## src/rtl/seg_scan.sv

```systemverilog
// seg_scan: time-multiplexed driver for NUM_DIGITS common-anode seven-segment
// digits. It has a double-buffered shadow register, per-digit blink and
// decimal point, and a blanking guard at the start of every digit dwell.
//
// Ports:
//   clk         system clock
//   rst         synchronous, active-high reset
//   en          1 = display on; 0 = all anodes off while the counters keep running
//   load        one-cycle strobe that latches codes / blink_mask / dp_mask
//   codes       5-bit glyph code per digit; digit i = codes[5i+4:5i], digit 0 rightmost
//   blink_mask  1 = digit blanks during the blink-off phase
//   dp_mask     1 = decimal point lit
//   seg_out     active-low segments; [6:0] = g..a, [7] = dp (registered)
//   seg_en      active-low anode enables, at most one low (registered)
module seg_scan #(
    parameter int unsigned NUM_DIGITS = 8,
    parameter int unsigned SCAN_DIV   = 100000,
    parameter int unsigned GUARD      = 1000,
    parameter int unsigned BLINK_DIV  = 25
) (
    input  logic                      clk,
    input  logic                      rst,
    input  logic                      en,
    input  logic                      load,
    input  logic [5*NUM_DIGITS-1:0]   codes,
    input  logic [NUM_DIGITS-1:0]     blink_mask,
    input  logic [NUM_DIGITS-1:0]     dp_mask,
    output logic [7:0]                seg_out,
    output logic [NUM_DIGITS-1:0]     seg_en
);

    localparam int unsigned CODE_W  = 5;
    localparam int unsigned GLYPH_W = 7;
    localparam int unsigned SEG_W   = 8;
    localparam int unsigned DIV_W   = (SCAN_DIV > 1) ? $clog2(SCAN_DIV) : 1;
    localparam int unsigned IDX_W   = (NUM_DIGITS > 1) ? $clog2(NUM_DIGITS) : 1;
    localparam int unsigned BLK_W   = BLINK_DIV + 1;

    localparam logic [CODE_W-1:0] CODE_BLANK = 5'h0F;
    localparam logic [SEG_W-1:0]  SEG_OFF    = 8'hFF;

    // Shadow register contents
    logic [NUM_DIGITS-1:0][CODE_W-1:0] code_q;
    logic [NUM_DIGITS-1:0]             blink_q;
    logic [NUM_DIGITS-1:0]             dp_q;

    // Scan and blink counters
    logic                  run;
    logic [DIV_W-1:0]      div_cnt;
    logic [IDX_W-1:0]      digit_idx;
    logic [BLK_W-1:0]      blink_cnt;

    // Next-output signals
    logic [CODE_W-1:0]     sel_code;
    logic [GLYPH_W-1:0]    glyph;
    logic                  in_guard;
    logic                  blink_off;
    logic [SEG_W-1:0]      seg_out_nxt;
    logic [NUM_DIGITS-1:0] seg_en_nxt;

    // Glyph ROM: 5-bit code to active-low {g,f,e,d,c,b,a}
    function automatic logic [GLYPH_W-1:0] glyph_rom(input logic [CODE_W-1:0] code);
        logic [GLYPH_W-1:0] g;
        g = 7'b1111111;
        case (code)
            5'h00: g = 7'b1000000;
            5'h01: g = 7'b1111001;
            5'h02: g = 7'b0100100;
            5'h03: g = 7'b0110000;
            5'h04: g = 7'b0011001;
            5'h05: g = 7'b0010010;
            5'h06: g = 7'b0000010;
            5'h07: g = 7'b1111000;
            5'h08: g = 7'b0000000;
            5'h09: g = 7'b0010000;
            5'h0A: g = 7'b0001100;  // P
            5'h0B: g = 7'b1000111;  // L
            5'h0C: g = 7'b0010010;  // S
            5'h0D: g = 7'b1000110;  // C
            5'h0E: g = 7'b1110001;  // J
            5'h0F: g = 7'b1111111;  // blank
            5'h10: g = 7'b1000001;  // U
            5'h11: g = 7'b0001000;  // A
            5'h12: g = 7'b0100011;  // o
            5'h13: g = 7'b0011100;  // upper o
            5'h14: g = 7'b0000011;  // b
            default: g = 7'b1111111;
        endcase
        return g;
    endfunction

    // Shadow register: the display only sees new data on a load strobe
    always_ff @(posedge clk) begin
        if (rst) begin
            code_q  <= {NUM_DIGITS{CODE_BLANK}};
            blink_q <= '0;
            dp_q    <= '0;
        end else if (load) begin
            code_q  <= codes;
            blink_q <= blink_mask;
            dp_q    <= dp_mask;
        end
    end

    // Scan prescaler, digit index and blink counter. The counters hold for
    // the first clock after reset, so the output at edge k reflects count k-1.
    always_ff @(posedge clk) begin
        if (rst) begin
            run       <= 1'b0;
            div_cnt   <= '0;
            digit_idx <= '0;
            blink_cnt <= '0;
        end else begin
            run <= 1'b1;
            if (run) begin
                blink_cnt <= blink_cnt + BLK_W'(1);
                if (div_cnt == DIV_W'(SCAN_DIV - 1)) begin
                    div_cnt <= '0;
                    if (digit_idx == IDX_W'(NUM_DIGITS - 1)) begin
                        digit_idx <= '0;
                    end else begin
                        digit_idx <= digit_idx + IDX_W'(1);
                    end
                end else begin
                    div_cnt <= div_cnt + DIV_W'(1);
                end
            end
        end
    end

    // Segment and anode selection for the currently scanned digit
    always_comb begin
        seg_out_nxt = SEG_OFF;
        seg_en_nxt  = '1;
        sel_code    = code_q[digit_idx];
        glyph       = glyph_rom(sel_code);
        in_guard    = (div_cnt < DIV_W'(GUARD));
        // Blinked digits keep the anode on; only the segments go dark
        blink_off   = blink_cnt[BLINK_DIV] & blink_q[digit_idx];
        if (en && !in_guard) begin
            seg_en_nxt[digit_idx] = 1'b0;
            if (!blink_off) begin
                seg_out_nxt = {~dp_q[digit_idx], glyph};
            end
        end
    end

    // Registered outputs
    always_ff @(posedge clk) begin
        if (rst) begin
            seg_out <= SEG_OFF;
            seg_en  <= '1;
        end else begin
            seg_out <= seg_out_nxt;
            seg_en  <= seg_en_nxt;
        end
    end

endmodule

```

## config.mk

```make
export PLATFORM = sky130hd
export DESIGN_NAME = seg_scan
export DESIGN_NICKNAME = d
export VERILOG_FILES = /design/src/rtl/seg_scan.sv
export SDC_FILE = /design/constraint.sdc
export NUM_CORES = 1
export LEC_CHECK = 0
export ABC_AREA = 0
export CAP_MARGIN = 20
export CORE_MARGIN = 2
export CORE_UTILIZATION = 59
export CTS_BUF_LIST = sky130_fd_sc_hd__clkbuf_16
export DETAILED_ROUTE_END_ITERATION = 7
export PLACE_DENSITY = 0.83
export SYNTH_ARGS = -nofsm -noshare
export SYNTH_HDL_FRONTEND = slang
export SYNTH_SLANG_ARGS = --single-unit
```

## constraint.sdc

```tcl
create_clock -name clk -period 5.6 [get_ports clk]
set_clock_uncertainty 0.1 [all_clocks]
set_input_delay 1.4 -clock clk [delete_from_list [all_inputs] [get_ports clk]]
set_output_delay 1.4 -clock clk [all_outputs]
set_load 0.01 [all_outputs]
```

==> results.md <==
* Iteration-0 DRC Markers at 188
* Clock latency on the worst-skew pair at about 0.40 ns
* Compound-cell area share of the yosys netlist at 5.05%
* Mapped Area at 5320 um^2
* Primary FF master, synth: dfxtp_1
* Total Wirelength at ~11000 um
* Mux cell area share after synthesis at 19.7%
* CP Launch Type: primary input
* DPL Wire Length at 7510 um
* Multi-input combinational cell area at 2740 um^2
* Power Internal at between 1.5 and 2 mW
* Drt wl/cell at about 16 um
* Hold_ws at 0.363 ns
* VDD IR-drop max at 0.208 mV
* Psw at 0.447 mW
* Fin nets at 687
* Crit path cell chain: buf_2 > clkinv_1 > buf_4 > nand3_1 > a21oi_2 > o21ai_0 > a211o_1
* Final WS setup at around 2.5 ns
* Largest net degree at the start of global routing at 57
* Clock power share at 47.4%
* Final setup violating endpoints at 0
* Syn. warnings at 0
* Synth unique cells at 45
* Combinational Power Share at 7.9%
* Fin. Hold Viols at 0
* Max Clk Rate at 324 MHz
* Max_slew headroom at 37.0%
* Post-synth EDFFs at 0
* Setup slack at placement at 2.11 ns
* Drt pass-1 iters at 4
* Yosys reg bits at 119
* Area after DPL at slightly above 6000 um^2
* Final GP Congestion at 0.808
* # port buffers at 75
* Post-Synth Adder-Cell Area at roughly 2.6%
* Vias in the first global route at between 4000 and 5000
* Synth async-reset ratio at 0%
* Syn nets at 619
* DRC violations left at 0
* Required time of the worst setup path at roughly 5.8 ns
* Area growth, synth to finish at 23.9%
* Vias per cell at 5.60
* Setup CP Type: in -> reg
* Clock Path Buffers at 2
* Critical path arrival at 3.28 ns
* Share of post-route cells with drive strength above 1 at 7.96%
* Total global routing overflow at 0
* H-Tree Depth at 4
* Ant diodes at 0
* Die width at about 99 um
* Num ports at 76
* Initial antenna violation count at 0
* TritonCTS clock tree: built
* Post-Synth XOR/XNOR Area at about 6.1%
* Root Driver: clkbuf_16
* Cts repair resizes at 0
* Crit path max-delay cell type: buf_2
* GR Util All Layers at 23.9%
* Hold Buf Count CTS at 0
* Register area at 2380 um^2
* Period minus WS final at 3.09 ns
* HP Class: reg -> reg
* Largest family of logic cells by synthesized area: multiplexers
* Rows at 34
* Post-synthesis sequential area ratio at 44.8%
* Mean area per synthesized cell at 9.71 um^2
* Initial Util at between 60% and 70%
* Antenna viol nets, final at 0
* Sw Ratio at between 20% and 30%
* Setup repair after global routing missed its margin: no
* FILL cells at 555
* Die H at around 100 um
* PD cells at 303 nW/um^2
* Fin area at 6590 um^2
* Reg power frac at between 40 and 50%
* Clock-pin slew on the worst setup and hold paths at around 0.060 ns
* Final Slew Violations at 0
* Crit path max fanout at 56
* Final period util at 55.2%
* Cells after Synth at 548
* Buffers inserted by post-CTS timing repair at 0
* Max-cap violation count at 0
* Synth Area in Simple Gates at a little under a fifth
* Worst Max-Slew Pin Slew at 0.945 ns
* First-pass GRT wire length at 18900 um
* Status: finished clean
* Total number of vias at 4122
* Area of the core at ~8700 um^2
* Clk sinks at 119
* Setup crit end kind: register
* Area of the die at 9800 um^2
* Worst stage delay on the critical path at 0.40 ns
* Total CTS buffers at 17
* Setup TNS at 0 ns
* Leak Pwr at 2.66 nW
==> routing by layer <==
| layer | global-route usage [%] | up-vias | wire length (um) |
|---|---|---|---|
| met1 | 29.6 | 1955 | 4870 |
| li1 | - | 2025 | - |
| met4 | 7.59 | 0 | 138 |
| met2 | 41.7 | 130 | 5920 |
| met3 | 4.96 | 12 | 553 |
| met5 | 0 | - | 0 |
==> Yosys cell counts (all sizes together) (2+ instances only) <==
master | count | area share (%)
nand2 | 70 | 5.0
xnor2 | 12 | 2.0
a21oi | 10 | 1.0
nand4 | 14 | 1.6
nor4 | 3 | 0.35
inv | 10 | 0.71
mux4 | 12 | 5.4
dfxtp | 119 | 45
xor2 | 25 | 4.1
o21ai | 16 | 1.5
buf | 21 | 2.3
ha | 11 | 2.6
o2111ai | 2 | 0.33
and2 | 3 | 0.35
mux2i | 68 | 14
a211o | 2 | 0.33
nand3 | 17 | 1.6
nor3 | 5 | 0.47
clkbuf | 9 | 0.63
or3 | 5 | 0.59
mux2 | 2 | 0.56
nor2 | 88 | 6.3
and3 | 9 | 1.1
and4 | 3 | 0.49
==> critical path: cells and delay by family <==
family | cells | cell delay [ns]
buffers and inverters | 3 | 0.85
AO/OA/AOI/OAI | 3 | 0.79
AND/OR/NAND/NOR | 1 | 0.22
==> layout make-up <==
cell class	instances	area share [%]
Inverter	11	0.626
Clock inverter	14	1.44
Clock buffer	17	6.45
Sequential cell	119	36.1
Tap cell	108	2.05
Timing Repair Buffer	79	11.7
Multi-Input combinational cell	388	41.6
==> sequential cells by signal (all words and copies together), names as in the netlist <==
register and count:
run 1, blink_cnt 26, digit_idx 3, seg_en 8
code_q 40, dp_q 8, seg_out 8, div_cnt 17
blink_q 8
==> cell families after synthesis <==
kind of cell	count (synthesis)
compound gates	39
buf+inv	41
fa+ha+maj	11
xor+xnor	37
flops	119
mux	82
simple gates	219
==> metrics by stage <==
step | power [mW] | utilization (%) | std cells
6_report | 2.00 | 75.6 | 736
5_1_grt | 2.06 | 75.6 | 736
4_1_cts | 2.01 | 75.6 | 736
3_5_place_dp | 1.06 | 69.6 | 705
3_3_place_gp | 1.06 | 69.6 | 705
2_1_floorplan | 1.00 | - | 548
==> placed cells by master (no fill, tap or decap), drive strengths merged, types with 12 or more instances in the layout <==
master and instances:
nand3 17, nand4 14, xor2 25, mux2i 68, dfxtp 119, o21ai 16, mux4 12, inv 12
clkdlybuf4s50 73, xnor2 12, nor2 88, clkbuf 17, nand2 70
==> final timing paths <==
kind                start    endpoint  slack (ns)  cells after the start
min reg2reg    code_q[22]  code_q[22]        0.36                      2
min            code_q[22]  code_q[22]        0.36                      2
max                   rst  seg_out[1]        2.51                      7
max reg2reg  digit_idx[1]  seg_out[3]        2.56                      7
==> power groups by stage <==
stage / logic, mW / registers (mW) / clock network, mW
after detailed placement: 0.155 / 0.908 / 0
after global placement: 0.152 / 0.907 / 0
after CTS: 0.158 / 0.892 / 0.961
after global routing: 0.172 / 0.894 / 0.998
after floorplan: 0.100 / 0.903 / 0
final: 0.159 / 0.892 / 0.948
(Power assumes the default switching activity.)
